[src/rtl/apb_to_obi_bridge.sv]
// -----------------------------------------------------------------------------
// apb_to_obi_bridge
//   APB subordinate to OBI manager bridge. An external APB host issues one
//   load/store at a time; the bridge replays it as a single OBI transfer and
//   returns the response as an APB completion. There is one outstanding
//   transfer and no buffering beyond the captured request and its response.
//
//   Sequence: IDLE (capture on psel_i) -> REQ (obi_req_o until grant)
//             -> RESP (wait for rvalid) -> DONE (pready_o pulse) -> IDLE
//
// Ports
//   clk_i, rst_ni            clock, asynchronous active-low reset
//   psel_i .. pstrb_i        APB request (penable_i is not needed: a transfer
//                            is captured on the first cycle psel_i is seen)
//   prdata_o                 registered read data, held until the next response
//   pready_o                 one-cycle completion pulse per transfer
//   pslverr_o                error flag, only meaningful while pready_o=1
//   obi_req_o .. obi_wdata_o registered OBI request, stable until grant
//   obi_gnt_i                OBI grant
//   obi_rvalid_i .. obi_err_i OBI response
// -----------------------------------------------------------------------------
module apb_to_obi_bridge #(
    parameter int unsigned           AddrWidth = 32,
    parameter int unsigned           DataWidth = 32,
    parameter logic [AddrWidth-1:0]  BaseAddr  = {AddrWidth{1'b0}}
) (
    input  logic                     clk_i,
    input  logic                     rst_ni,
    input  logic                     psel_i,
    input  logic                     penable_i,
    input  logic                     pwrite_i,
    input  logic [AddrWidth-1:0]     paddr_i,
    input  logic [DataWidth-1:0]     pwdata_i,
    input  logic [DataWidth/8-1:0]   pstrb_i,
    output logic [DataWidth-1:0]     prdata_o,
    output logic                     pready_o,
    output logic                     pslverr_o,
    output logic                     obi_req_o,
    input  logic                     obi_gnt_i,
    output logic [AddrWidth-1:0]     obi_addr_o,
    output logic                     obi_we_o,
    output logic [DataWidth/8-1:0]   obi_be_o,
    output logic [DataWidth-1:0]     obi_wdata_o,
    input  logic                     obi_rvalid_i,
    input  logic [DataWidth-1:0]     obi_rdata_i,
    input  logic                     obi_err_i
);

    localparam int unsigned BeWidth = DataWidth / 8;

    typedef enum logic [1:0] {
        IDLE = 2'd0,
        REQ  = 2'd1,
        RESP = 2'd2,
        DONE = 2'd3
    } state_e;

    state_e state_r;

    // penable_i carries no information for this bridge: capture happens on
    // psel_i alone so the setup cycle already starts the OBI transfer.
    logic unused_s;
    assign unused_s = penable_i;

    // Transfer sequencer; every output is a register written only here.
    always_ff @(posedge clk_i or negedge rst_ni) begin
        if (!rst_ni) begin
            state_r     <= IDLE;
            prdata_o    <= {DataWidth{1'b0}};
            pready_o    <= 1'b0;
            pslverr_o   <= 1'b0;
            obi_req_o   <= 1'b0;
            obi_addr_o  <= {AddrWidth{1'b0}};
            obi_we_o    <= 1'b0;
            obi_be_o    <= {BeWidth{1'b0}};
            obi_wdata_o <= {DataWidth{1'b0}};
        end else begin
            case (state_r)
                IDLE: begin
                    pready_o  <= 1'b0;
                    pslverr_o <= 1'b0;
                    if (psel_i) begin
                        // Address add wraps naturally at AddrWidth bits.
                        obi_addr_o  <= BaseAddr + paddr_i;
                        obi_we_o    <= pwrite_i;
                        obi_wdata_o <= pwdata_i;
                        // Reads fetch the full word; writes keep the strobes,
                        // including an all-zero strobe.
                        obi_be_o    <= pwrite_i ? pstrb_i : {BeWidth{1'b1}};
                        obi_req_o   <= 1'b1;
                        state_r     <= REQ;
                    end else begin
                        state_r     <= IDLE;
                    end
                end
                REQ: begin
                    // rvalid cannot belong to this transfer yet, so it is ignored here.
                    if (obi_gnt_i) begin
                        obi_req_o <= 1'b0;
                        state_r   <= RESP;
                    end else begin
                        state_r   <= REQ;
                    end
                end
                RESP: begin
                    if (obi_rvalid_i) begin
                        prdata_o  <= obi_we_o ? {DataWidth{1'b0}} : obi_rdata_i;
                        pslverr_o <= obi_err_i;
                        pready_o  <= 1'b1;
                        state_r   <= DONE;
                    end else begin
                        state_r   <= RESP;
                    end
                end
                DONE: begin
                    // Leaving through IDLE guarantees a gap cycle between transfers.
                    pready_o  <= 1'b0;
                    pslverr_o <= 1'b0;
                    state_r   <= IDLE;
                end
                default: begin
                    obi_req_o <= 1'b0;
                    pready_o  <= 1'b0;
                    pslverr_o <= 1'b0;
                    state_r   <= IDLE;
                end
            endcase
        end
    end

endmodule

[config.mk]
export PLATFORM = sky130hd
export DESIGN_NAME = apb_to_obi_bridge
export DESIGN_NICKNAME = d
export VERILOG_FILES = /design/src/rtl/apb_to_obi_bridge.sv
export SDC_FILE = /design/constraint.sdc
export NUM_CORES = 1
export LEC_CHECK = 0
export ABC_AREA = 1
export CAP_MARGIN = 20
export CORE_MARGIN = 2
export CORE_UTILIZATION = 43
export CTS_BUF_LIST = sky130_fd_sc_hd__clkbuf_16
export CTS_CLUSTER_SIZE = 20
export DETAILED_ROUTE_END_ITERATION = 6
export PLACE_DENSITY = 0.86
export SETUP_SLACK_MARGIN = 0.4
export SLEW_MARGIN = 20
export SYNTH_ARGS = -nofsm -noshare
export SYNTH_HDL_FRONTEND = slang
export SYNTH_SLANG_ARGS = --single-unit
[constraint.sdc]
create_clock -name clk_i -period 2.4 [get_ports clk_i]
set_input_delay 0.24 -clock clk_i [delete_from_list [all_inputs] [get_ports clk_i]]
set_output_delay 0.24 -clock clk_i [all_outputs]
set_load 0.005 [all_outputs]
[After elaboration in Yosys (flattened, before gate mapping)]
Index checks and enable logic that the tools add are counted.
Widths: inputs -> output; s select.
Cells by class
  equal/unequal tests: 6
  multiplexer cells: 13
  reduce and logical (&&, ||, !) cells: 8
Operators with widths (number)
  $mux 32: 1
  $pmux 2 s4: 1
  $mux 1: 6
  $ne 2x2->1 const B: 3
  $pmux 1 s2: 3
  $reduce_and 2->1: 3
  $eq 2x2->1 const B: 2
  $mux 4: 1
  $reduce_bool 2->1: 2
  $reduce_and 3->1: 1
  $eq 2x1->1 const B: 1
  $logic_not 2->1: 1
  $mux 2: 1
  $reduce_or 2->1: 1
Storage, ports and cells
  bits in registers: 106
  input bits: 108
  output and inout bits: 104
  word-level logic and storage cells: 36

[Depth between registers and ports, before layout]
  depth in word-level cells: 4
  gate-level depth with buffers: 8
  depth with buffers taken out: 7

[Least setup slack after synthesis]
Ideal clock, no wire load.
  kind: reg2reg
  start point: reg state_r[0]
  end point: reg prdata_o[0]
  library setup time: 0.134 ns
  arrival: 1.149 ns
  path slack: 1.117 ns
  stages on the path, launching flop included: 8
  path buffers: 2
  period minus slack after synthesis: 1.283 ns
  cell sequence: dfrtp_1 > inv_1 > ha_1 > nand2_1 > buf_4 > buf_4 > nand2_1 > o21ai_0
Between the ends
  word-level cells in the longest chain between the ends: 2
RTL lines
  start, declared: RTL line 58  | state_e state_r;
  start signal, assigned: RTL line 68  | state_r <= IDLE;
  start signal, assigned: RTL line 91  | state_r <= REQ;
  start signal, assigned: RTL line 93  | state_r <= IDLE;
  $eq 2x2->1: RTL line 78  | case (state_r)
  $reduce_and 2->1 (no source line)
  end signal, assigned: RTL line 69  | prdata_o <= {DataWidth{1'b0}};
  end signal, assigned: RTL line 107  | prdata_o <= obi_we_o ? {DataWidth{1'b0}} : obi_rdata_i;
  end, declared: RTL line 35  | output logic [DataWidth-1:0] prdata_o,
No other way between the ends.
A chain may end at the register's enable or synchronous reset.

[Worst setup path after layout]
  start point: reg state_r[0]
  end point: reg obi_req_o
Between the ends
  word-level cells in the longest chain between the ends: 3
  elaborated cells between the ends (all ways): 7
RTL lines
  $eq 2x1->1 or $logic_not 2->1 (tied branches): RTL line 78
  $ne 2x2->1 (no source line) or $reduce_bool 2->1 (tied branches)
  $reduce_and 3->1 (no source line)
  end signal, assigned: RTL line 72  | obi_req_o <= 1'b0;
  end signal, assigned: RTL line 90  | obi_req_o <= 1'b1;
  end signal, assigned: RTL line 99  | obi_req_o <= 1'b0;
  end, declared: RTL line 38  | output logic obi_req_o,
Several ways; a longest one is shown, not always the timed one.

==> impl_summary.txt <==
----------------------------------------------------
[Timing]
  Final critical delay including setup and external delays ... 1.77 ns
  Worst path setup slack after routing ... 0.626 ns
  Number of hold violations in the final report ... 0
  Count of final max-slew check failures ... 0
  Remaining max-slew budget at the tightest pin ... 0.564
  Setup_tns ... 0 ns
  Worst-Margin Slew ... 0.653 ns
  Unrepaired setup endpoints after global routing ... no
  Portion of the clock cycle consumed by the worst path in the final layout ... 0.739
  Fin Clk Skew ... 0.00914 ns
  Setup violation total in the final timing report ... 0
  Max Freq ... 564 MHz

[Detailed routing]
  Total number of vias ... 3777
  First-iteration detailed-routing DRC count ... 121
  Number of vias per cell after detailed routing ... 4.67
  Routed length per placed instance ... 14.0 microns
  Post-detailed-route count of antenna-violating nets ... 0
  Post-detailed-route DRC marker count ... 0
  Total iterations of the first detailed-routing run ... 5
  Detailed-route wire length ... 11300 microns

[Power]
  Total power per unit cell area ... 1170 mW/mm^2
  Internal Power ... 5.27 mW
  Clk pwr share ... 0.181
  Switching Power ... 2.55 mW
  Maximum resistive drop on vdd ... 0.000596 V
  Static leakage ... 3.21 nW
  Register share of total power ... 0.389
  Sw Share ... 0.326
  Combinational group share of total power ... 0.430

[Placed design]
  Post-DP HPWL ... 8280 microns
  Placed Area ... 0.00637 sq mm
  Worst setup slack before clock tree synthesis ... 0.619 ns
  Routability cong. ... 0.790
  Number of buffers added on ports ... 210

[Clocking]
  Total CTS buffers ... 9
  Clk sinks ... 106
  Number of H-tree levels ... 3
  Clock Latency Late Sink ... 0.33 ns
  CTS Root Buffer Type ... sky130_fd_sc_hd__clkbuf_16
  Clock tree from TritonCTS ... yes
  Buffer levels on the longest clock path ... 2
  Post-CTS setup buffer count ... 0
  Clk pin slew, worst setup/hold paths ... 0.08 ns

[Logic synthesis]
  Average cell area after synthesis ... 8.87 sq um
  Cell area after synthesis ... 0.00417 sq mm
  Count of unique library cells instantiated by Yosys ... 14
  Post-synthesis sequential area ratio ... 0.636
  Synthesized instance count ... 470
  Register bit total from synthesis ... 106
  Yosys synthesis warning count ... 0
  Synthesized net count ... 583

[Worst setup path]
  Required time of the worst setup path ... 2.63 ns
  Critical Path Source Type ... flip-flop
  Critical path type ... reg -> reg
  Depth of the most critical reg-to-reg path ... 7
  Crit path max fanout ... 65
  Critical path capture point type ... flip-flop
  Data arrival time at the worst-slack endpoint ... 2.00 ns

[Die]
  Overall die area ... 0.0105 sq mm
  Height of the die ... 102 microns
  Placeable Area ... 0.00933 sq mm
  Horizontal die dimension ... 102 microns
  Number of primary I/O pins ... 212
  Total number of placement rows ... 35
  Starting Density ... 0.447

[Finish]
  Net count of the finished layout ... 787
  Area of combinational cells with multiple inputs ... 0.00133 sq mm
  Sequential Area ... 0.00265 sq mm
  Ant. Diodes ... 0
  Fraction of final layout cells with drive strength greater than 1 ... 0.0383
  Area growth from synthesis to layout ... 60.0%
  Utilization after layout ... 0.715
  Filler cell count in the final layout ... 705
  Non-Filler Cell Area, Final ... 0.00667 sq mm

[Min path]
  Hold Path Class ... in -> async

[GRT]
  Number of global-route vias before repair ... 3754
  Total global routing track utilization ... 0.213
  Antenna violations before repair ... 0
  Aggregate global routing overflow ... 0
  First-pass GRT wire length ... 17500 microns
  Maximum number of pins on one net before global-route repair ... 66

[Run]
  MaxCap Viol Count ... 0

[Outcome]
  Status ... completed

----------------------------------------------------
[worst paths after layout]
path                                  start              to  slack [ns]
worst max-delay path             state_r[0]       obi_req_o        0.63
worst min-delay path                 rst_ni     prdata_o[2]        0.44
worst max register to register   state_r[0]       obi_req_o        0.63
worst min register to register    obi_req_o       obi_req_o        0.48
max in group asynchronous            rst_ni    prdata_o[15]        1.23
min in group clk_i              paddr_i[10]  obi_addr_o[10]        0.44
[power groups by stage]
stage	logic [mW]	clock network, mW	registers, mW
3_3_place_gp	3.29	0	3.02
4_1_cts	3.41	1.45	3.04
2_1_floorplan	1.19	0	3.11
6_report	3.36	1.42	3.04
5_1_grt	3.74	1.51	3.14
3_5_place_dp	3.40	0	3.06
[cells in the mapped netlist]
master / number / area (sq um)
sky130_fd_sc_hd__nand2_1: 265 / 995
sky130_fd_sc_hd__dfrtp_1: 106 / 2650
sky130_fd_sc_hd__o21ai_0: 37 / 185
sky130_fd_sc_hd__buf_2: 14 / 70.1
sky130_fd_sc_hd__nor2_1: 13 / 48.8
sky130_fd_sc_hd__inv_1: 12 / 45.0
sky130_fd_sc_hd__ha_1: 5 / 62.6
sky130_fd_sc_hd__buf_4: 4 / 30.0
sky130_fd_sc_hd__clkbuf_1: 4 / 15.0
sky130_fd_sc_hd__nand3_1: 4 / 20.0
sky130_fd_sc_hd__buf_6: 2 / 22.5
sky130_fd_sc_hd__nand2_2: 2 / 12.5
sky130_fd_sc_hd__a31oi_1: 1 / 6.26
sky130_fd_sc_hd__inv_2: 1 / 3.75
[cells by family (layout without fill, tap and decap cells)]
group                      Yosys count  after routing  synth area share
and+or+nand+nor                    284            284             0.258
adders and majority gates            5              5            0.0150
DFF                                106            106             0.636
AOI/OAI and AO/OA                   38             38            0.0459
buffers and inverters               37            246            0.0447
[metrics by stage]
step                total power [mW]  hold slack [ns]  instances
finish                          7.82            0.435        808
global route                    8.39            0.448        808
CTS                             7.91            0.424        808
detailed placement              6.45            0.278        791
global placement                6.30            0.265        791
floorplan                       4.29          -0.0556        470
[worst max-delay path: stages (launching register included)]
cell	delay, ns
sky130_fd_sc_hd__dfrtp_1	0.42
sky130_fd_sc_hd__inv_1	0.10
sky130_fd_sc_hd__ha_1	0.25
sky130_fd_sc_hd__nand2_2	0.09
sky130_fd_sc_hd__buf_4	0.51
sky130_fd_sc_hd__nand2_1	0.13
sky130_fd_sc_hd__nand3_1	0.09
sky130_fd_sc_hd__nand2_1	0.05
[cells in the final DEF (no fill, tap or decap), types with 2 or more instances in the layout]
cell                              Yosys  routed
sky130_fd_sc_hd__buf_12               0       3
sky130_fd_sc_hd__buf_4                4       4
sky130_fd_sc_hd__clkbuf_16            0       9
sky130_fd_sc_hd__clkdlybuf4s50_1      0     209
sky130_fd_sc_hd__clkinvlp_4           0       2
sky130_fd_sc_hd__dfrtp_1            106     106
sky130_fd_sc_hd__ha_1                 5       5
sky130_fd_sc_hd__inv_1               12      12
sky130_fd_sc_hd__inv_6                0       2
sky130_fd_sc_hd__inv_8                0       2
sky130_fd_sc_hd__nand2_1            265     265
sky130_fd_sc_hd__nand2_2              2       2
sky130_fd_sc_hd__nand3_1              4       4
sky130_fd_sc_hd__nor2_1              13      13
sky130_fd_sc_hd__o21ai_0             37      37
[registers in the layout, summed over array words and instances (netlist names), named ones only]
register and flops:
obi_addr_o 32, obi_wdata_o 32, prdata_o 32, obi_be_o 4, obi_req_o 1, obi_we_o 1, pready_o 1, pslverr_o 1
state_r 1
[what timing repair did]
item / 4_1_cts / 5_1_grt
hold endpoints to repair: 43 / 0
resized for setup: 0 / 0
hold buffers: 1 / 0
[area by class of cell]
cell class	count	area share
multi-input combinational	327	0.199
inverter	13	0.00732
timing repair buffer	217	0.329
sequential	106	0.398
clock buffer	9	0.0338
clock inverter	7	0.00900
tap	129	0.0242
[metal layers]
layer	global-route usage	vias up	share of wire
met5	0	-	0
met4	0.0944	0	0.031
met3	0.0445	26	0.065
met2	0.378	146	0.50
met1	0.250	1760	0.40
li1	-	1845	-
Note: power is estimated with default switching activity, not from simulation.
